**config.mk**
```make
export PLATFORM = sky130hd
export DESIGN_NAME = ettore_ag_flat
export DESIGN_NICKNAME = d
export VERILOG_FILES = /design/src/rtl/ettore_ag_if.sv /design/src/rtl/ettore_ag.sv /design/src/flat_wrapper.sv
export SDC_FILE = /design/constraint.sdc
export NUM_CORES = 2
export LEC_CHECK = 0
export BUFFER_PORTS_ARGS = -buffer_cell sky130_fd_sc_hd__buf_2
export CORE_ASPECT_RATIO = 0.9
export CORE_UTILIZATION = 50
export CTS_CLUSTER_SIZE = 30
export DETAILED_ROUTE_END_ITERATION = 7
export PLACE_DENSITY = 0.74
export SLEW_MARGIN = 40
export SYNTH_ARGS = -nofsm -noshare
export SYNTH_HDL_FRONTEND = slang
export SYNTH_SLANG_ARGS = --single-unit
export TNS_END_PERCENT = 5
```
**constraint.sdc**
```tcl
create_clock -name clk -period 10.21 [get_ports clk]
set_input_delay 0.5105 -clock clk [delete_from_list [all_inputs] [get_ports clk]]
set_output_delay 0.5105 -clock clk [all_outputs]
set_load 0.01 [all_outputs]
```
**src/rtl/ettore_ag_if.sv**
```systemverilog
// Evaluator handshake and best-so-far outputs of the ettore_ag genetic-algorithm engine.
interface ettore_ag_if #(
  parameter int ErrorWidth      = 32,
  parameter int IndividualWidth = 32
);
  logic                       fitnessStart;
  logic                       fitnessFinish;
  logic [IndividualWidth-1:0] fitnessIndividual;
  logic [ErrorWidth-1:0]      fitnessError;
  logic [IndividualWidth-1:0] bestIndividual;
  logic [ErrorWidth-1:0]      bestError;

  modport master (
    output fitnessStart, fitnessIndividual, bestIndividual, bestError,
    input  fitnessFinish, fitnessError
  );

  modport slave (
    input  fitnessStart, fitnessIndividual, bestIndividual, bestError,
    output fitnessFinish, fitnessError
  );
endinterface

```
**src/rtl/ettore_ag.sv**
```systemverilog
// Steady-state GA engine: tournament selection, uniform crossover, single-bit mutation.
// Optional ETTORE_AG_ELITISM_EN: a child only replaces its victim if its error is not worse.
module ettore_ag #(
  parameter int ErrorWidth             = 32,
  parameter int IndividualWidth        = 32,
  parameter int PopulationAddressWidth = 5
) (
  input  logic         clk,
  input  logic         rst,
  ettore_ag_if.master  io_fit
);
  localparam int P         = PopulationAddressWidth;
  localparam int N         = 1 << P;
  localparam int RandWidth = (IndividualWidth > 4 * P) ? IndividualWidth : 4 * P;
  localparam int RandReps  = (RandWidth + 31) / 32;
  localparam logic [31:0] LfsrTaps = 32'h8020_0003;
  localparam logic [31:0] LfsrSeed = 32'hACE1_2468;

  typedef enum logic [2:0] {INIT_GEN, INIT_EVAL, SEL, CROSS, MUT, EVAL, REPLACE} state_t;

  state_t                     r_state, w_state_next;
  logic [31:0]                r_lfsr, w_lfsr_next;
  logic [P-1:0]               r_init_idx, w_init_idx_next;
  logic [P-1:0]               r_victim, w_victim_next;
  logic                       r_start, w_start_next;
  logic [IndividualWidth-1:0] r_indiv, w_indiv_next;
  logic [IndividualWidth-1:0] r_parent1, w_parent1_next;
  logic [IndividualWidth-1:0] r_parent2, w_parent2_next;
  logic [ErrorWidth-1:0]      r_child_err, w_child_err_next;
  logic [IndividualWidth-1:0] r_best_ind, w_best_ind_next;
  logic [ErrorWidth-1:0]      r_best_err, w_best_err_next;

  logic [IndividualWidth-1:0] r_ind_mem [N];
  logic [ErrorWidth-1:0]      r_err_mem [N];
  logic                       w_mem_we;
  logic [P-1:0]               w_mem_addr;
  logic [ErrorWidth-1:0]      w_mem_err;

  logic [RandWidth-1:0]       w_rand;
  logic [P-1:0]               w_addr [4];
  logic [31:0]                w_mut_idx;
  logic [IndividualWidth-1:0] w_mut_mask;
  logic                       w_accept;
  logic                       w_replace_ok;

  // Wide random words replicate the 32-bit LFSR and drop the excess high bits.
  assign w_rand      = RandWidth'({RandReps{r_lfsr}});
  assign w_lfsr_next = r_lfsr[0] ? ((r_lfsr >> 1) ^ LfsrTaps) : (r_lfsr >> 1);
  assign w_mut_idx   = r_lfsr % 32'(IndividualWidth);
  assign w_accept    = r_start & io_fit.fitnessFinish;

  genvar gi;
  generate
    for (gi = 0; gi < 4; gi++) begin : g_addr
      assign w_addr[gi] = w_rand[gi*P +: P];
    end
    for (gi = 0; gi < IndividualWidth; gi++) begin : g_mut
      assign w_mut_mask[gi] = (w_mut_idx == 32'(gi));
    end
  endgenerate

`ifdef ETTORE_AG_ELITISM_EN
  assign w_replace_ok = (r_child_err <= r_err_mem[r_victim]);
`else
  assign w_replace_ok = 1'b1;
`endif

  always_comb begin
    w_state_next     = r_state;
    w_start_next     = r_start;
    w_indiv_next     = r_indiv;
    w_init_idx_next  = r_init_idx;
    w_victim_next    = r_victim;
    w_parent1_next   = r_parent1;
    w_parent2_next   = r_parent2;
    w_child_err_next = r_child_err;
    w_best_ind_next  = r_best_ind;
    w_best_err_next  = r_best_err;
    w_mem_we         = 1'b0;
    w_mem_addr       = r_init_idx;
    w_mem_err        = io_fit.fitnessError;

    unique case (r_state)
      INIT_GEN: begin
        w_indiv_next = w_rand[IndividualWidth-1:0];
        w_state_next = INIT_EVAL;
      end
      INIT_EVAL: begin
        if (!r_start) begin
          w_start_next = 1'b1;
        end else if (io_fit.fitnessFinish) begin
          w_start_next = 1'b0;
          w_mem_we     = 1'b1;
          if (&r_init_idx) begin
            w_state_next = SEL;
          end else begin
            w_init_idx_next = r_init_idx + P'(1);
            w_state_next    = INIT_GEN;
          end
        end
      end
      SEL: begin
        // Ties keep the first address of each pair.
        w_parent1_next = (r_err_mem[w_addr[1]] < r_err_mem[w_addr[0]]) ?
                         r_ind_mem[w_addr[1]] : r_ind_mem[w_addr[0]];
        w_parent2_next = (r_err_mem[w_addr[3]] < r_err_mem[w_addr[2]]) ?
                         r_ind_mem[w_addr[3]] : r_ind_mem[w_addr[2]];
        w_victim_next  = w_addr[2] ^ w_addr[0];
        w_state_next   = CROSS;
      end
      CROSS: begin
        w_indiv_next = (r_parent1 & w_rand[IndividualWidth-1:0]) |
                       (r_parent2 & ~w_rand[IndividualWidth-1:0]);
        w_state_next = MUT;
      end
      MUT: begin
        w_indiv_next = r_indiv ^ w_mut_mask;
        w_state_next = EVAL;
      end
      EVAL: begin
        if (!r_start) begin
          w_start_next = 1'b1;
        end else if (io_fit.fitnessFinish) begin
          w_start_next     = 1'b0;
          w_child_err_next = io_fit.fitnessError;
          w_state_next     = REPLACE;
        end
      end
      REPLACE: begin
        w_mem_addr   = r_victim;
        w_mem_err    = r_child_err;
        w_mem_we     = w_replace_ok;
        w_state_next = SEL;
      end
      default: w_state_next = INIT_GEN;
    endcase

    if (w_accept && (io_fit.fitnessError < r_best_err)) begin
      w_best_ind_next = r_indiv;
      w_best_err_next = io_fit.fitnessError;
    end
  end

  always_ff @(posedge clk) begin
    if (rst) begin
      r_state     <= INIT_GEN;
      r_lfsr      <= LfsrSeed;
      r_init_idx  <= '0;
      r_victim    <= '0;
      r_start     <= 1'b0;
      r_indiv     <= '0;
      r_parent1   <= '0;
      r_parent2   <= '0;
      r_child_err <= '0;
      r_best_ind  <= '0;
      r_best_err  <= '1;
    end else begin
      r_state     <= w_state_next;
      r_lfsr      <= w_lfsr_next;
      r_init_idx  <= w_init_idx_next;
      r_victim    <= w_victim_next;
      r_start     <= w_start_next;
      r_indiv     <= w_indiv_next;
      r_parent1   <= w_parent1_next;
      r_parent2   <= w_parent2_next;
      r_child_err <= w_child_err_next;
      r_best_ind  <= w_best_ind_next;
      r_best_err  <= w_best_err_next;
    end
  end

  // Population contents are rebuilt by INIT after every reset, so the arrays carry no reset.
  always_ff @(posedge clk) begin
    if (w_mem_we) begin
      r_ind_mem[w_mem_addr] <= r_indiv;
      r_err_mem[w_mem_addr] <= w_mem_err;
    end
  end

  assign io_fit.fitnessStart      = r_start;
  assign io_fit.fitnessIndividual = r_indiv;
  assign io_fit.bestIndividual    = r_best_ind;
  assign io_fit.bestError         = r_best_err;
endmodule

```
**src/flat_wrapper.sv**
```systemverilog
// flat-port wrapper written by rule: the top's interface ports become plain ports
module ettore_ag_flat 
#(
  parameter int ErrorWidth             = 32,
  parameter int IndividualWidth        = 32,
  parameter int PopulationAddressWidth = 5
)
  (clk, rst, io_fit_fitnessStart, io_fit_fitnessIndividual, io_fit_bestIndividual, io_fit_bestError, io_fit_fitnessFinish, io_fit_fitnessError);
  ettore_ag_if #(.ErrorWidth(ErrorWidth), .IndividualWidth(IndividualWidth)) io_fit_i ();
  input  logic clk;
  input  logic rst;
  output wire logic [$bits(io_fit_i.fitnessStart)-1:0] io_fit_fitnessStart;
  output wire logic [$bits(io_fit_i.fitnessIndividual)-1:0] io_fit_fitnessIndividual;
  output wire logic [$bits(io_fit_i.bestIndividual)-1:0] io_fit_bestIndividual;
  output wire logic [$bits(io_fit_i.bestError)-1:0] io_fit_bestError;
  input wire logic [$bits(io_fit_i.fitnessFinish)-1:0] io_fit_fitnessFinish;
  input wire logic [$bits(io_fit_i.fitnessError)-1:0] io_fit_fitnessError;
  assign io_fit_fitnessStart = io_fit_i.fitnessStart;
  assign io_fit_fitnessIndividual = io_fit_i.fitnessIndividual;
  assign io_fit_bestIndividual = io_fit_i.bestIndividual;
  assign io_fit_bestError = io_fit_i.bestError;
  assign io_fit_i.fitnessFinish = io_fit_fitnessFinish;
  assign io_fit_i.fitnessError = io_fit_fitnessError;
  ettore_ag #(.ErrorWidth(ErrorWidth), .IndividualWidth(IndividualWidth), .PopulationAddressWidth(PopulationAddressWidth)) u_core (.clk(clk), .rst(rst), .io_fit(io_fit_i));
endmodule
```
# Yosys cells after proc, flatten, opt, wreduce, memory -nomap -nowiden
# Memory sizes are Yosys's and may differ from the RTL's. A register that Yosys moved wholly into a read port is not among the register bits.
# Index checks and enable logic that the tools add are counted.
# W data, S select, Z words.
[word_totals]
reg_bits = 238
n_memories = 2
ramBits = 2048
[op_classes]
bitwise = 9
n_reduce_logical = 9
muxes = 27
addsub = 1
magnitude_cmp = 3
n_eq_ne = 41
[memory_table]
columns = ["name", "depth", "word_bits", "rd", "rd_clocked_by_memory_dff", "write_ports", "line_no", "text"]
rows = [
  ["u_core.r_err_mem", 32, 32, 4, 4, 1, "ettore_ag.sv:34", "logic [ErrorWidth-1:0] r_err_mem [N];"],
  ["u_core.r_ind_mem", 32, 32, 4, 4, 1, "ettore_ag.sv:33", "logic [IndividualWidth-1:0] r_ind_mem [N];"],
]
[op_table]
columns = ["operator", "n"]
rows = [
  ["$mux W32", 4],
  ["$lt A32 B32 Y1", 3],
  ["$pmux W32 S3", 1],
  ["$eq A5 B5 Y1 const B", 16],
  ["$and A32 B32 Y32", 2],
  ["$mux W5", 9],
  ["$eq A5 B4 Y1 const B", 8],
  ["$logic_not A32 Y1", 1],
  ["$not A32 Y32", 1],
  ["$or A32 B32 Y32", 1],
  ["$xor A32 B32 Y32", 1],
  ["$pmux W3 S7", 1],
  ["$eq A5 B3 Y1 const B", 4],
  ["$mux W3", 4],
  ["$eq A5 B2 Y1 const B", 2],
  ["$eq A3 B3 Y1 const B", 3],
  ["$reduce_and A4 Y1", 2],
  ["$eq A3 B2 Y1 const B", 2],
  ["$mux W1", 6],
  ["$add A5 B1 Y5 const B", 1],
  ["$eq A5 B1 Y1 const B", 1],
  ["$reduce_and A5 Y1", 1],
  ["$xor A5 B5 Y5", 1],
  ["$ne A2 B1 Y1 const B", 2],
  ["12 further kinds", 13],
]

# Longest topological paths before layout
[logic_depth]
ltp_word = 5
mapped_depth = 20
mapped_depth_nobuf = 12

# Least setup slack after synthesis
# No wires, ideal clock.
[synth_path]
path_kind = "flip-flop to flip-flop"
startpoint = "reg, netlist name u_core.r_lfsr[5]"
endpoint = "reg u_core.r_parent1[25]"
path_slack_ps = 5294
path_buffers = 7
arrival_ps = 4831
required_ps = 10125
stages_incl_launch_ff = 19
setup_time_ps = 85
path_cell_list = "dfxtp_1 > buf_6 > buf_2 > buf_2 > clkbuf_1 > buf_2 > mux4_2 > mux4_2 > mux2_2 > ha_1 > a21oi_1 > nand2_1 > a221o_1 > a221oi_1 > o21a_1 > buf_1 > clkbuf_1 > a221oi_1 > o31ai_2"
[synth_lines]
columns = ["item", "line_no", "text"]
rows = [
  ["to (signal assigned)", "ettore_ag.sv:164", "r_parent1 <= w_parent1_next;"],
  ["to (decl)", "ettore_ag.sv:27", "logic [IndividualWidth-1:0] r_parent1, w_parent1_next;"],
]

==> impl_results.md <==
* Switching Power at 6.11 mW
* Max frequency at 159 MHz
* WL/cell at 40.4 um
* Vias in the first global route at 87600
* Relative slew slack at 36.9%
* Setup Fix Bufs, Post-CTS at 0
* Final hold viol count at 0
* Switch share at 25.9%
* Routed Antenna Nets at 0
* Most frequent cells in the layout: mux4_2, edfxtp_1, clkbuf_16, mux2i_1, dfxtp_1
* Root buffer cell: clkbuf_16
* Worst-path fanout max at 101
* Fin cells at 11100
* Largest net degree at the start of global routing at 179
* Hold depth at 3
* DRT Pass-1 Iters at 8
* GR Overflow Total at 0
* Max_cap viols at 0
* Mapped Cells at 7265
* Synth warn at 0
* Number of DRC markers in iteration 0 at 14400
* Synthesized Nets at 7399
* Post-synth EDFFs at 2048
* Via count at 87400
* RR Startpoint: u_core.r_lfsr[6]$_SDFF_PP1_
* First-pass GRT wire length at 642000 um
* Seq cells post-synth at 2286
* Type of destination of the critical path: flip-flop
* H-tree Lvls at 4
* Core Box Area at 274000 sq um
* Initial antenna violation count at 10
* Power per cell area at 154 nW/um^2
* Hpwl dp at 248000 um
* Clock network fraction of total power at 39.0%
* Clock latency on the worst-skew pair at 0.92 ns
* CP Launch Type: flip-flop
* Commonest non-fill, non-tap cell in the layout: mux4_2
* Final setup TNS at 0 ns
* Row count at 182
* Unrepaired setup endpoints after global routing: false
* Initial core utilization at 50.5%
* Critical hold path startpoint: io_fit_fitnessError[0]
* All-Layer GR Usage at 32.4%
* Max clock buf depth at 3
* Die area at 279000 sq um
* Netlist cell types at 59
* Worst R2R Path Depth at 12
* Final setup viols at 0
* # DRC at 0
* TritonCTS clock tree: done
* Die extent in y at 501 um
* FF-to-FF setup slack at 3.93 ns
* Clock transition at the registers of the reported paths at 0.06 ns
* I/O pin cnt at 132
* Final Max Tran Viols at 0
* Ys flop type: edfxtp_1
* Maximum vdd drop at 0.000156 V
* Placed Cells at 10600
* Hold Path Class: primary input to flip-flop
* Synth Area per Inst at 19.1 sq um
* Post-synthesis sequential area ratio at 47.8%
* Measured slew at the worst slew-check pin at 0.946 ns
* Comb power frac at 17.0%
* GPL Wtd Cong at 0.864
* CP required at 11.03 ns
* Min Tclk post-route at 6.28 ns
* R2r endpoint: u_core.r_parent1[31]$_SDFFE_PP0P_
* Crit path DAT at 7.10 ns
* Layout cells sized above 1 at 48.5%
* Run status: finished clean
* Sequential Power Share at 44.0%
* Clock sinks at 2286
* Die X at 557 um
* Routed WL at 449000 um
* Synth Cell Area at 139000 sq um
* Area growth syn-to-layout at 10.4%
* Hold EP: u_core.r_child_err[0]$_SDFFE_PP0P_
* DR vias/cell at 7.87
* Crit Path Category: flip-flop to flip-flop
* Asr flop ratio synth at 0%
* Clk_skew at 0.0616 ns
* CTS buffer count at 238
* Layout net count at 7337
* Buffers on Ports at 131
* Static leakage at 47.2 nW
* Internal power at 17.5 mW
* Tcrit/Tclk final at 61.5%
-- logic make-up (layout without fill, tap and decap cells) --
group,count (synthesis),count (layout),share of synthesized area [%]
compound gates,451,451,2.30
xor+xnor,10,10,0.0632
fa+ha+maj,99,99,0.894
buf+inv,792,945,2.43
flops,2286,2286,47.8
mux,2858,2858,43.7
other cells,0,7,0
simple gates,769,769,2.82
-- what timing repair did --
item                      in CTS  in global routing
hold buffers                  32                  0
hold endpoints to repair      62                  0
gates resized for setup        0                  0
-- critical path: stages (launching register included) --
cell and delay [ns]:
dfxtp_4 0.91, buf_12 0.54, mux4_2 0.42, mux4_2 0.50
mux2_2 0.28, ha_1 0.31, and4_1 0.30, a221o_1 0.38
a221oi_1 0.43, o21a_4 0.69, buf_4 0.65, a221oi_1 0.19
o31ai_1 0.29
-- power groups by stage --
stage / Sequential, mW / Combinational, mW / Clock, mW
floorplan: 10.5 / 2.85 / 0
global placement: 10.6 / 3.86 / 0
detailed placement: 10.6 / 3.94 / 0
CTS: 10.4 / 3.96 / 9.24
global route: 10.4 / 4.18 / 9.58
finish: 10.4 / 4.01 / 9.22
-- layout make-up --
class	count	area, sq um
fill	20000	121000
multi-input combinational	4187	69400
tap	3680	4600
antenna	7	17.5
timing repair buffer	434	4220
clock buffer	304	6520
sequential	2286	66300
clock inverter	151	1730
inverter	56	215
-- stage by stage --
stage / setup WS [ns] / instance area, sq um / utilization [%] / total power [mW] / hold WS (ns)
2_1_floorplan: 5.29 / 139000 / - / 13.4 / 0.437
3_3_place_gp: 3.83 / 143000 / 52.2 / 14.5 / 0.441
3_5_place_dp: 4.04 / 144000 / 52.6 / 14.5 / 0.447
4_1_cts: 4.04 / 153000 / 55.7 / 23.6 / 0.0225
5_1_grt: 3.79 / 153000 / 55.8 / 24.1 / 0.0882
6_report: 3.93 / 153000 / 55.8 / 23.6 / 0.0898
-- layer usage --
metal	up-vias	part of all wire (%)	wire, um	track usage [%]
met5	-	0.0058	26	0
met4	4	5.6	25300	16.1
met3	1506	15	68300	10.6
met2	8155	46	207000	49.2
met1	45400	33	148000	42.1
li1	32300	-	-	-
-- synthesized netlist by cell type, types with 33 or more instances --
cell,number,share of area [%]
and2_1,34,0.15
a21oi_1,188,0.68
dfxtp_1,238,3.4
buf_1,60,0.16
ha_1,99,0.89
o31ai_1,36,0.20
nor2b_1,64,0.29
o21ai_0,33,0.12
edfxtp_1,2048,44
nand3b_1,67,0.36
mux2_2,103,0.84
inv_1,56,0.15
a21o_1,36,0.20
clkbuf_1,420,1.1
mux2i_1,216,1.6
nand2_1,201,0.54
nand3_1,45,0.16
a211oi_1,58,0.31
and3_1,41,0.19
nand2b_1,76,0.34
mux4_2,2538,41
buf_2,240,0.87
nor2_1,170,0.46
-- state kept, by name, summed over array words and instances, names as in the netlist --
name,count
u_core.io_fit.fitnessStart,1
u_core.r_parent2,32
u_core.io_fit.fitnessIndividual,32
u_core.r_err_mem,1024
u_core.r_state,3
u_core.io_fit.bestError,32
u_core.r_parent1,32
u_core.r_child_err,32
u_core.io_fit.bestIndividual,32
u_core.r_ind_mem,1024
u_core.r_victim,5
u_core.r_lfsr,32
u_core.r_init_idx,5
-- worst max-delay path by stage --
stage,from,endpoint,slack [ns]
2_1_floorplan,u_core.r_lfsr[5]$_SDFF_PP1_,u_core.r_parent1[25]$_SDFFE_PP0P_,5.29
3_3_place_gp,u_core.r_lfsr[15]$_SDFF_PP0_,u_core.r_parent2[30]$_SDFFE_PP0P_,3.83
3_5_place_dp,u_core.r_lfsr[6]$_SDFF_PP1_,u_core.r_parent1[0]$_SDFFE_PP0P_,4.04
4_1_cts,u_core.r_lfsr[6]$_SDFF_PP1_,u_core.r_parent1[0]$_SDFFE_PP0P_,4.04
5_1_grt,u_core.r_lfsr[0]$_SDFF_PP0_,u_core.r_parent1[0]$_SDFFE_PP0P_,3.79
6_report,u_core.r_lfsr[6]$_SDFF_PP1_,u_core.r_parent1[31]$_SDFFE_PP0P_,3.93
Power figures use the tool's default switching activity.
